[src/rtl/spi_cmd_seq.sv]
// Purpose : frames one SPI transaction per command around spi_master (cs setup/hold/gap,
//           four-phase wr_req/rd_req/ack), returns masked read data as a response.
// Latency : cs_n falls 1 clk after accept, req rises P_CS_SETUP clk later; response
//           P_CS_HOLD + P_CS_GAP (+1) clk after ack falls; rejected cmds respond next clk.
// Backpressure: cmd_ready only while idle and not faulted; a response is held until rsp_ready.
// Ports   : clk/rst_n            clock, async active-low reset
//           cmd_*                valid/ready command (wr, rd, nbits, wdata)
//           rsp_*                valid/ready response (data, err)
//           fault                sticky ack-timeout flag (cleared only by reset)
//           cs_n, spi_*          chip select and spi_master handshake/data
module spi_cmd_seq #(
  parameter int P_DATA_WIDTH = 256,
  parameter int P_CS_SETUP   = 4,
  parameter int P_CS_HOLD    = 4,
  parameter int P_CS_GAP     = 8,
  parameter int P_TIMEOUT    = 1000000
) (
  input  logic                    clk,
  input  logic                    rst_n,
  input  logic                    cmd_valid,
  output logic                    cmd_ready,
  input  logic                    cmd_wr,
  input  logic                    cmd_rd,
  input  logic [7:0]              cmd_nbits,
  input  logic [P_DATA_WIDTH-1:0] cmd_wdata,
  output logic                    rsp_valid,
  input  logic                    rsp_ready,
  output logic [P_DATA_WIDTH-1:0] rsp_data,
  output logic                    rsp_err,
  output logic                    fault,
  output logic                    cs_n,
  output logic                    spi_wr_req,
  output logic                    spi_rd_req,
  output logic [7:0]              spi_nbits,
  output logic [P_DATA_WIDTH-1:0] spi_wr_data,
  input  logic [P_DATA_WIDTH-1:0] spi_rd_data,
  input  logic                    spi_ack
);

  typedef enum logic [2:0] {
    S_IDLE, S_SETUP, S_REQ, S_REL, S_HOLD, S_GAP, S_RSP, S_FAULT
  } state_t;

  // Down-counters are loaded with N-1 so that a phase lasts exactly N clocks.
  localparam logic [31:0] SETUP_LAST = (P_CS_SETUP > 0) ? 32'(P_CS_SETUP - 1) : 32'd0;
  localparam logic [31:0] HOLD_LAST  = (P_CS_HOLD  > 0) ? 32'(P_CS_HOLD  - 1) : 32'd0;
  localparam logic [31:0] GAP_LAST   = (P_CS_GAP   > 0) ? 32'(P_CS_GAP   - 1) : 32'd0;
  localparam logic [31:0] TMO_LAST   = (P_TIMEOUT  > 0) ? 32'(P_TIMEOUT  - 1) : 32'd0;

  state_t                  state_q, state_d;
  logic [31:0]             cnt_q, cnt_d;
  logic [31:0]             tmo_q, tmo_d;
  logic                    cs_n_q, cs_n_d;
  logic                    wr_req_q, wr_req_d;
  logic                    rd_req_q, rd_req_d;
  logic                    rsp_valid_q, rsp_valid_d;
  logic                    rsp_err_q, rsp_err_d;
  logic [P_DATA_WIDTH-1:0] rsp_data_q, rsp_data_d;
  logic                    fault_q, fault_d;
  logic                    wr_q, wr_d;
  logic                    rd_q, rd_d;
  logic [7:0]              nbits_q, nbits_d;
  logic [P_DATA_WIDTH-1:0] wdata_q, wdata_d;
  logic [P_DATA_WIDTH-1:0] rd_masked;
  logic                    accept;
  logic                    go_gap;

  assign cmd_ready   = (state_q == S_IDLE) && !fault_q;
  assign accept      = cmd_valid && cmd_ready;
  assign rsp_valid   = rsp_valid_q;
  assign rsp_data    = rsp_data_q;
  assign rsp_err     = rsp_err_q;
  assign fault       = fault_q;
  assign cs_n        = cs_n_q;
  assign spi_wr_req  = wr_req_q;
  assign spi_rd_req  = rd_req_q;
  assign spi_nbits   = nbits_q;
  assign spi_wr_data = wdata_q;

  // Keep only the low nbits of the read word; nbits beyond the bus width keeps all of it.
  always_comb begin
    rd_masked = '0;
    for (int i = 0; i < P_DATA_WIDTH; i++) begin
      if (rd_q && (i < int'(nbits_q))) rd_masked[i] = spi_rd_data[i];
    end
  end

  always_ff @(posedge clk or negedge rst_n) begin
    if (!rst_n) begin
      state_q     <= S_IDLE;
      cnt_q       <= '0;
      tmo_q       <= '0;
      cs_n_q      <= 1'b1;
      wr_req_q    <= 1'b0;
      rd_req_q    <= 1'b0;
      rsp_valid_q <= 1'b0;
      rsp_err_q   <= 1'b0;
      rsp_data_q  <= '0;
      fault_q     <= 1'b0;
      wr_q        <= 1'b0;
      rd_q        <= 1'b0;
      nbits_q     <= '0;
      wdata_q     <= '0;
    end else begin
      state_q     <= state_d;
      cnt_q       <= cnt_d;
      tmo_q       <= tmo_d;
      cs_n_q      <= cs_n_d;
      wr_req_q    <= wr_req_d;
      rd_req_q    <= rd_req_d;
      rsp_valid_q <= rsp_valid_d;
      rsp_err_q   <= rsp_err_d;
      rsp_data_q  <= rsp_data_d;
      fault_q     <= fault_d;
      wr_q        <= wr_d;
      rd_q        <= rd_d;
      nbits_q     <= nbits_d;
      wdata_q     <= wdata_d;
    end
  end

  always_comb begin
    state_d     = state_q;
    cnt_d       = cnt_q;
    tmo_d       = tmo_q;
    cs_n_d      = cs_n_q;
    wr_req_d    = wr_req_q;
    rd_req_d    = rd_req_q;
    rsp_valid_d = rsp_valid_q;
    rsp_err_d   = rsp_err_q;
    rsp_data_d  = rsp_data_q;
    fault_d     = fault_q;
    wr_d        = wr_q;
    rd_d        = rd_q;
    nbits_d     = nbits_q;
    wdata_d     = wdata_q;
    go_gap      = 1'b0;

    case (state_q)
      S_IDLE: begin
        if (accept) begin
          wr_d    = cmd_wr;
          rd_d    = cmd_rd;
          nbits_d = cmd_nbits;
          wdata_d = cmd_wdata;
          if ((cmd_nbits == 8'd0) || (!cmd_wr && !cmd_rd)) begin
            // Rejected command: answer immediately, the SPI bus is never touched.
            rsp_valid_d = 1'b1;
            rsp_err_d   = 1'b1;
            rsp_data_d  = '0;
            state_d     = S_RSP;
          end else begin
            cs_n_d = 1'b0;
            tmo_d  = '0;
            if (P_CS_SETUP > 0) begin
              cnt_d   = SETUP_LAST;
              state_d = S_SETUP;
            end else begin
              wr_req_d = cmd_wr;
              rd_req_d = cmd_rd;
              state_d  = S_REQ;
            end
          end
        end
      end

      S_SETUP: begin
        if (cnt_q == 32'd0) begin
          wr_req_d = wr_q;
          rd_req_d = rd_q;
          tmo_d    = '0;
          state_d  = S_REQ;
        end else begin
          cnt_d = cnt_q - 32'd1;
        end
      end

      S_REQ: begin
        if (spi_ack) begin
          rsp_data_d = rd_masked;
          wr_req_d   = 1'b0;
          rd_req_d   = 1'b0;
          state_d    = S_REL;
        end else if ((P_TIMEOUT != 0) && (tmo_q == TMO_LAST)) begin
          wr_req_d = 1'b0;
          rd_req_d = 1'b0;
          cs_n_d   = 1'b1;
          fault_d  = 1'b1;
          state_d  = S_FAULT;
        end else if (tmo_q != 32'hFFFF_FFFF) begin
          tmo_d = tmo_q + 32'd1;
        end
      end

      // Wait for the master to finish the four-phase handshake before releasing cs_n,
      // which also guarantees ack is low before the next request can rise.
      S_REL: begin
        if (!spi_ack) begin
          if (P_CS_HOLD > 0) begin
            cnt_d   = HOLD_LAST;
            state_d = S_HOLD;
          end else begin
            cs_n_d = 1'b1;
            go_gap = 1'b1;
          end
        end
      end

      S_HOLD: begin
        if (cnt_q == 32'd0) begin
          cs_n_d = 1'b1;
          go_gap = 1'b1;
        end else begin
          cnt_d = cnt_q - 32'd1;
        end
      end

      S_GAP: begin
        if (cnt_q == 32'd0) begin
          rsp_valid_d = 1'b1;
          rsp_err_d   = 1'b0;
          state_d     = S_RSP;
        end else begin
          cnt_d = cnt_q - 32'd1;
        end
      end

      S_RSP: begin
        if (rsp_valid_q && rsp_ready) begin
          rsp_valid_d = 1'b0;
          state_d     = S_IDLE;
        end
      end

      S_FAULT: begin
        // Terminal until reset: bus parked idle, nothing offered or accepted.
        cs_n_d      = 1'b1;
        wr_req_d    = 1'b0;
        rd_req_d    = 1'b0;
        rsp_valid_d = 1'b0;
      end

      default: state_d = S_IDLE;
    endcase

    // Entering the gap phase; a zero-length gap offers the response straight away.
    if (go_gap) begin
      if (P_CS_GAP > 0) begin
        cnt_d   = GAP_LAST;
        state_d = S_GAP;
      end else begin
        rsp_valid_d = 1'b1;
        rsp_err_d   = 1'b0;
        state_d     = S_RSP;
      end
    end
  end

endmodule
[config.mk]
export PLATFORM = sky130hd
export DESIGN_NAME = spi_cmd_seq
export DESIGN_NICKNAME = d
export VERILOG_FILES = /design/src/rtl/spi_cmd_seq.sv
export SDC_FILE = /design/constraint.sdc
export NUM_CORES = 1
export LEC_CHECK = 0
export CORE_AREA = 2 2 411 413
export CTS_CLUSTER_SIZE = 25
export DETAILED_ROUTE_END_ITERATION = 6
export DIE_AREA = 0 0 413 415
export GPL_TIMING_DRIVEN = 0
export PLACE_DENSITY = 0.39
export SETUP_SLACK_MARGIN = 0.1
export SYNTH_ARGS = -nofsm -noshare
export SYNTH_HDL_FRONTEND = slang
export SYNTH_SLANG_ARGS = --single-unit
[constraint.sdc]
create_clock -name clk -period 5.8 [get_ports clk]
set_input_delay 0.58 -clock clk [delete_from_list [all_inputs] [get_ports clk]]
set_output_delay 0.58 -clock clk [all_outputs]
set_load 0.05 [all_outputs]
==> run summary, run 1 <==
Status -> finished, final reports clean
Worst EP arrival -> 5.21 ns
Boundary pin count -> 1,054
CTS tree -> yes
Drt via density -> 4.26
Setup Crit Path Kind -> reg2reg
First-pass GRT wire length -> 232,000 um
Crit end category -> flip-flop
Synthesis-stage register bit count -> 594
Rel. slew slack -> 9.22%
DR pass1 iterations -> 5
Total CTS buffers -> 82
Gp weighted congestion -> 0.850
WL met2 -> 89,400 um
WL/cell -> 30.0 um
ANT nets after route -> 0
Pins Over Slew Limit -> 0
FFs w/ async S/R, synth -> 100%
Synth Net Count -> 2,847
Endpoints failing hold -> 0
Tot Pwr -> 21.2 mW
Mapped Area -> 25,800 um^2
Tightest Pin Transition -> 1.36 ns
Std-Cell Rows -> 150
Seq/Total Area, Yosys -> 57.7%
R2R Path End -> rsp_data[78]
Die area -> 171,000 um^2
R2R depth -> 8
Placed instance count -> 5,583
Vias in the first global route -> 25,700
Clock skew -> 0.0653 ns
Placed cell area -> 39,300 um^2
Final critical-path share of the clock period -> 80.4%
Top post-synthesis cells by count -> 593 x dfrtp_1, 332 x nand2_1, 269 x o21ai_0
Largest net degree at the start of global routing -> 103
DRT iter0 DRCs -> 1,571
Setup Total Neg Slack -> 0 ns
Clk root buf -> clkbuf_16
Core Box Area -> 167,000 um^2
DRC errors left -> 0
Final Non-Filler Cells -> 5,755
Post-route design area -> 42,200 um^2
Yosys top cell by area -> dfrtp_1
Leakage -> 16.6 nW
Post-synth EDFFs -> 0
Power per cell area -> 501 nW/um^2
Die Span Y -> 415 um
Buffers on Ports -> 1,051
Avg Synthesized Cell Area -> 11.1 um^2
GR Overflow Total -> 0
Syn-to-layout area delta -> 63.9%
Post-layout min period -> 4.66 ns
CP Max Fanout -> 11
Max VDD drop -> 356 uV
CP required -> 6.35 ns
Post-Synth XOR/XNOR Area -> 0.340%
Dominant cells by area after synthesis -> dfrtp_1 58%, mux2_2 12%, o21ai_0 5.2%
Hold path depth -> 3
Vias -> 24,500
Unrepaired setup endpoints after global routing -> no
Startpoint Class -> flip-flop
CTS max path bufs -> 3
Critical R2R Launch -> state_q[0]
Clk Latency, worst-skew pair -> 0.70 ns
Die W -> 413 um
Initial Util -> 15.5%
Cell with the most instances after synthesis -> dfrtp_1
Post-route setup slack -> 1.14 ns
Adder-Cell Fraction of Synth Area -> 0.146%
Top_reg_cell synth -> dfrtp_1
Combinational family with the most area after synthesis -> compound AO/OA/AOI/OAI gates
Worst reg2reg setup slack -> 1.14 ns
Multiplexer area fraction after synthesis -> 11.9%
Gate Count Post-Synth -> 2,317
Met1 wire length -> 64,000 um
Netlist cell types -> 69
Fmax -> 214 MHz
WHS Endpoint -> rsp_data[111]
HPWL after detailed placement -> 139,000 um
Initial antenna violation count -> 59
Clock Sinks -> 594
Top Metal Used -> met5
WL met3 -> 15,100 um
Layout Nets -> 3,994
Hold Path Origin -> spi_rd_data[111]
Post-CTS setup buffers -> 0
Reg clk slew, reported paths -> 0.06 ns
All-Layer GR Usage -> 19.6%
WL final -> 173,000 um
Fill cell count -> 18,000
Place WS -> 0.493 ns
Max H-tree Level -> 3
Setup-failing EPs final -> 0
Critical Path Source -> state_q[0]
Share of cells above drive strength 1 -> 13.7%
Post-synthesis simple-gate area fraction -> 11.8%
Top cell type's share of synthesized area -> 57.6%
Worst hold path class -> in2reg
Synth Area in Compound Gates -> 15.2%
Max_cap viols -> 0
Yosys warnings -> 0
[cells in the final DEF, fill, tap and decap left out, drive strengths merged, types with 19 or more instances in the layout]
master,count
nand2,333
buf,36
mux2,266
nand3,53
o211ai,74
diode,23
o31ai,162
nor3,21
nor4,32
or4,19
clkbuf,273
dfrtp,593
o311ai,20
nand4,20
clkdlybuf4s50,1050
clkinv,20
a21oi,37
o21ai,270
nor2,62
[state kept, by name, indices dropped and copies added, names as in the netlist]
register     flops
spi_rd_req       1
spi_wr_req       1
spi_wr_data    256
cs_n             1
rsp_valid        1
fault            1
rsp_data       255
cnt_q           32
spi_nbits        8
rd_q             1
state_q          3
wr_q             1
rsp_err          1
tmo_q           32
[layout make-up]
type                    instances  area [um^2]  area share [%]
inverters                      18         67.6           0.160
clock buffers                 117         2350            5.57
flip-flops and latches        594        14900            35.2
well taps                    2204         2760            6.53
clock inverters                31          489            1.16
diodes                         23         57.6           0.136
multi-input cells            1525        10100            24.0
plain buffers                 180          727            1.72
repair buffers               1063        10800            25.5
[kinds of logic (layout without fill, tap and decap cells)]
group	count (synthesis)	count (layout)
and+or+nand+nor	630	630
AOI/OAI and AO/OA	609	609
DFF	594	594
muxes	272	272
buffers and inverters	198	1409
xor gates and xnor gates	10	10
adders and majority gates	3	3
other	1	24
[report_power, final]
part	total [mW]	internal, mW	switching [mW]
registers	5.93	5.16	0.765
clock network	5.39	3.21	2.18
logic	9.86	3.04	6.82
[stage by stage]
step / utilization [%] / hold WS, ns
6_report: 25.3 / 0.457
3_3_place_gp: 23.4 / 0.462
4_1_cts: 25.3 / 0.375
5_1_grt: 25.3 / 0.425
3_5_place_dp: 23.6 / 0.465
2_1_floorplan: - / 0.284
[timing repair]
| item | in CTS | in global routing |
|---|---|---|
| gates resized for setup | 0 | 0 |
| hold endpoints to repair | 90 | 0 |
| hold buffers | 1 | 0 |
[per-layer routing]
metal  global-route usage (%)  vias up
li1                         -    10800
met1                     21.5    12400
met2                     35.9     1082
met3                     6.88      240
met4                     4.48       30
met5                        0        -
[worst max-delay path: stages, from the launching register on]
cell      delay, ns
dfrtp_1        0.35
buf_2          0.19
nor3b_2        0.94
nand2_1        0.38
nor2_1         0.40
clkbuf_1       0.39
clkbuf_1       0.89
o311ai_0       0.65
o21ai_0        0.31
[how the worst max path moves through the flow]
stage | to | slack, ns
2_1_floorplan | spi_nbits[2] | 2.27
5_1_grt | rsp_data[78] | 0.74
3_3_place_gp | rsp_data[167] | -27.17
3_5_place_dp | rsp_data[75] | 0.49
6_report | rsp_data[78] | 1.14
4_1_cts | rsp_data[78] | 0.78
Power figures use the tool's default switching activity.
==> run 2, diff against run 1 <==
Settings changed: CORE_AREA 2 2 411 413 to 2 2 416 418, DIE_AREA 0 0 413 415 to 0 0 418 420, PLACE_DENSITY 0.39 to 0.4.
Clock period 5.8 ns to 4.1 ns, I/O delays scaled along.
==> run summary, run 2 (synthesis gave the netlist of run 1 again) <==
Status -> finished, final reports clean
Clk root buf -> clkbuf_16
Rel. slew slack -> 6.95%
Sequential Area -> 14,900 um^2
Most frequent cells in the layout -> 1,050 x clkdlybuf4s50_1, 593 x dfrtp_1, 332 x nand2_1
R2R Path End -> rsp_data[46]
Std-Cell Rows -> 152
Leakage -> 16.5 nW
CTS max path bufs -> 3
Drt via density -> 4.18
Pins Over Slew Limit -> 0
Endpoints failing hold -> 0
Worst EP arrival -> 4.49 ns
Power per cell area -> 691 nW/um^2
Critical R2R Launch -> spi_nbits[1]
WL met2 -> 79,000 um
Core Box Area -> 171,000 um^2
Met1 wire length -> 57,100 um
Post-route design area -> 42,000 um^2
Final Non-Filler Cells -> 5,763
Max FFs per register -> 256
CP required -> 4.71 ns
HPWL after detailed placement -> 117,000 um
WL/cell -> 26.2 um
Vias -> 24,100
Multi-input logic area -> 10,200 um^2
Top Metal Used -> met4
Worst reg2reg setup slack -> 0.34 ns
CTS tree -> yes
Reg clk slew, reported paths -> 0.06 ns
Startpoint Class -> input pin
Max VDD drop -> 443 uV
All-Layer GR Usage -> 16.7%
Post-CTS setup buffers -> 0
Max H-tree Level -> 3
DR pass1 iterations -> 5
WL final -> 151,000 um
Largest net degree at the start of global routing -> 101
Setup-failing EPs final -> 0
CP Max Fanout -> 10
Post-layout min period -> 3.88 ns
Gp weighted congestion -> 0.859
Layout Nets -> 3,988
Share of cells above drive strength 1 -> 13.5%
Initial antenna violation count -> 13
Unrepaired setup endpoints after global routing -> no
Fmax -> 258 MHz
Finished Core Util -> 24.6%
Setup Crit Path Kind -> in2reg
Fill cell count -> 18,500
Tightest Pin Transition -> 1.40 ns
WL met3 -> 10,200 um
Commonest non-fill, non-tap cell in the layout -> clkdlybuf4s50_1
Clock Sinks -> 594
Initial Util -> 15.1%
DRC errors left -> 0
Buffers on Ports -> 1,051
ANT nets after route -> 0
Placed cell area -> 39,300 um^2
GR Overflow Total -> 0
Vias in the first global route -> 24,900
DRT iter0 DRCs -> 1,543
Boundary pin count -> 1,054
Clock skew -> 0.0328 ns
First-pass GRT wire length -> 206,000 um
Placed instance count -> 5,608
Die Span Y -> 420 um
Worst hold path class -> in2async
Final critical-path share of the clock period -> 94.6%
Crit end category -> flip-flop
Die area -> 176,000 um^2
R2R depth -> 8
Clk Latency, worst-skew pair -> 0.72 ns
Syn-to-layout area delta -> 63.1%
Die W -> 418 um
Max_cap viols -> 0
Total CTS buffers -> 81
[run 2: through the flow]
stage | worst slack, ns | setup TNS, ns | total power [mW] | hold WS (ns)
finish | 0.222 | 0 | 29.0 | 0.225
detailed placement | -0.877 | -126.48 | 22.1 | 0.376
floorplan | 0.570 | 0 | 15.9 | 0.114
global route | 0.111 | 0 | 30.3 | 0.218
global placement | -28.53 | - | 22.0 | 0.460
CTS | 0.123 | 0 | 29.6 | 0.153
[run 2: how the worst max path moves through the flow]
stage                             endpoint  depth (start not counted)    startpoint
final                        rsp_data[158]                         11  cmd_nbits[1]
after global routing         rsp_data[124]                          9    state_q[0]
after CTS                    rsp_data[217]                          6  spi_nbits[3]
after detailed placement      rsp_data[71]                         10  cmd_nbits[1]
after global placement    spi_wr_data[120]                          1         rst_n
after floorplan               spi_nbits[2]                          6    state_q[2]
[run 2: area by class of cell]
type / instances / area share [%]
Timing Repair Buffer: 1059 / 25.5
Multi-Input combinational cell: 1525 / 24.2
Antenna cell: 8 / 0.0476
Clock buffer: 125 / 5.74
Sequential cell: 594 / 35.4
Buffer: 179 / 1.74
Tap cell: 2233 / 6.65
Clock inverter: 22 / 0.625
Inverter: 18 / 0.161
[run 2: worst max-delay path, stage by stage]
cell and delay [ns]:
clkdlybuf4s50_1 0.68, or4_1 0.42, o22a_1 0.30, o31ai_1 0.10, nand2_1 0.30, buf_2 0.42, buf_2 0.31, clkbuf_1 0.61
clkbuf_1 0.65, nand2_1 0.14, o31ai_1 0.11
[run 2: report_power, final]
group	internal, mW	total, mW	switching, mW
Clock	4.20	7.23	3.03
Sequential	7.30	8.32	1.02
Combinational	4.30	13.5	9.17
[run 2: layer usage]
metal  vias to the layer above  global-route usage, %
met2                       987                   30.5
met1                     12200                   18.6
met5                         -                      0
li1                      10700                      -
met4                         0                   6.22
met3                       186                   4.28
[run 2: timing repair]
item                                    CTS  global route
endpoints found under the setup margin  116            15
gates resized for setup                  11             6
hold buffers                              1             0
endpoints found under the hold margin    50             0
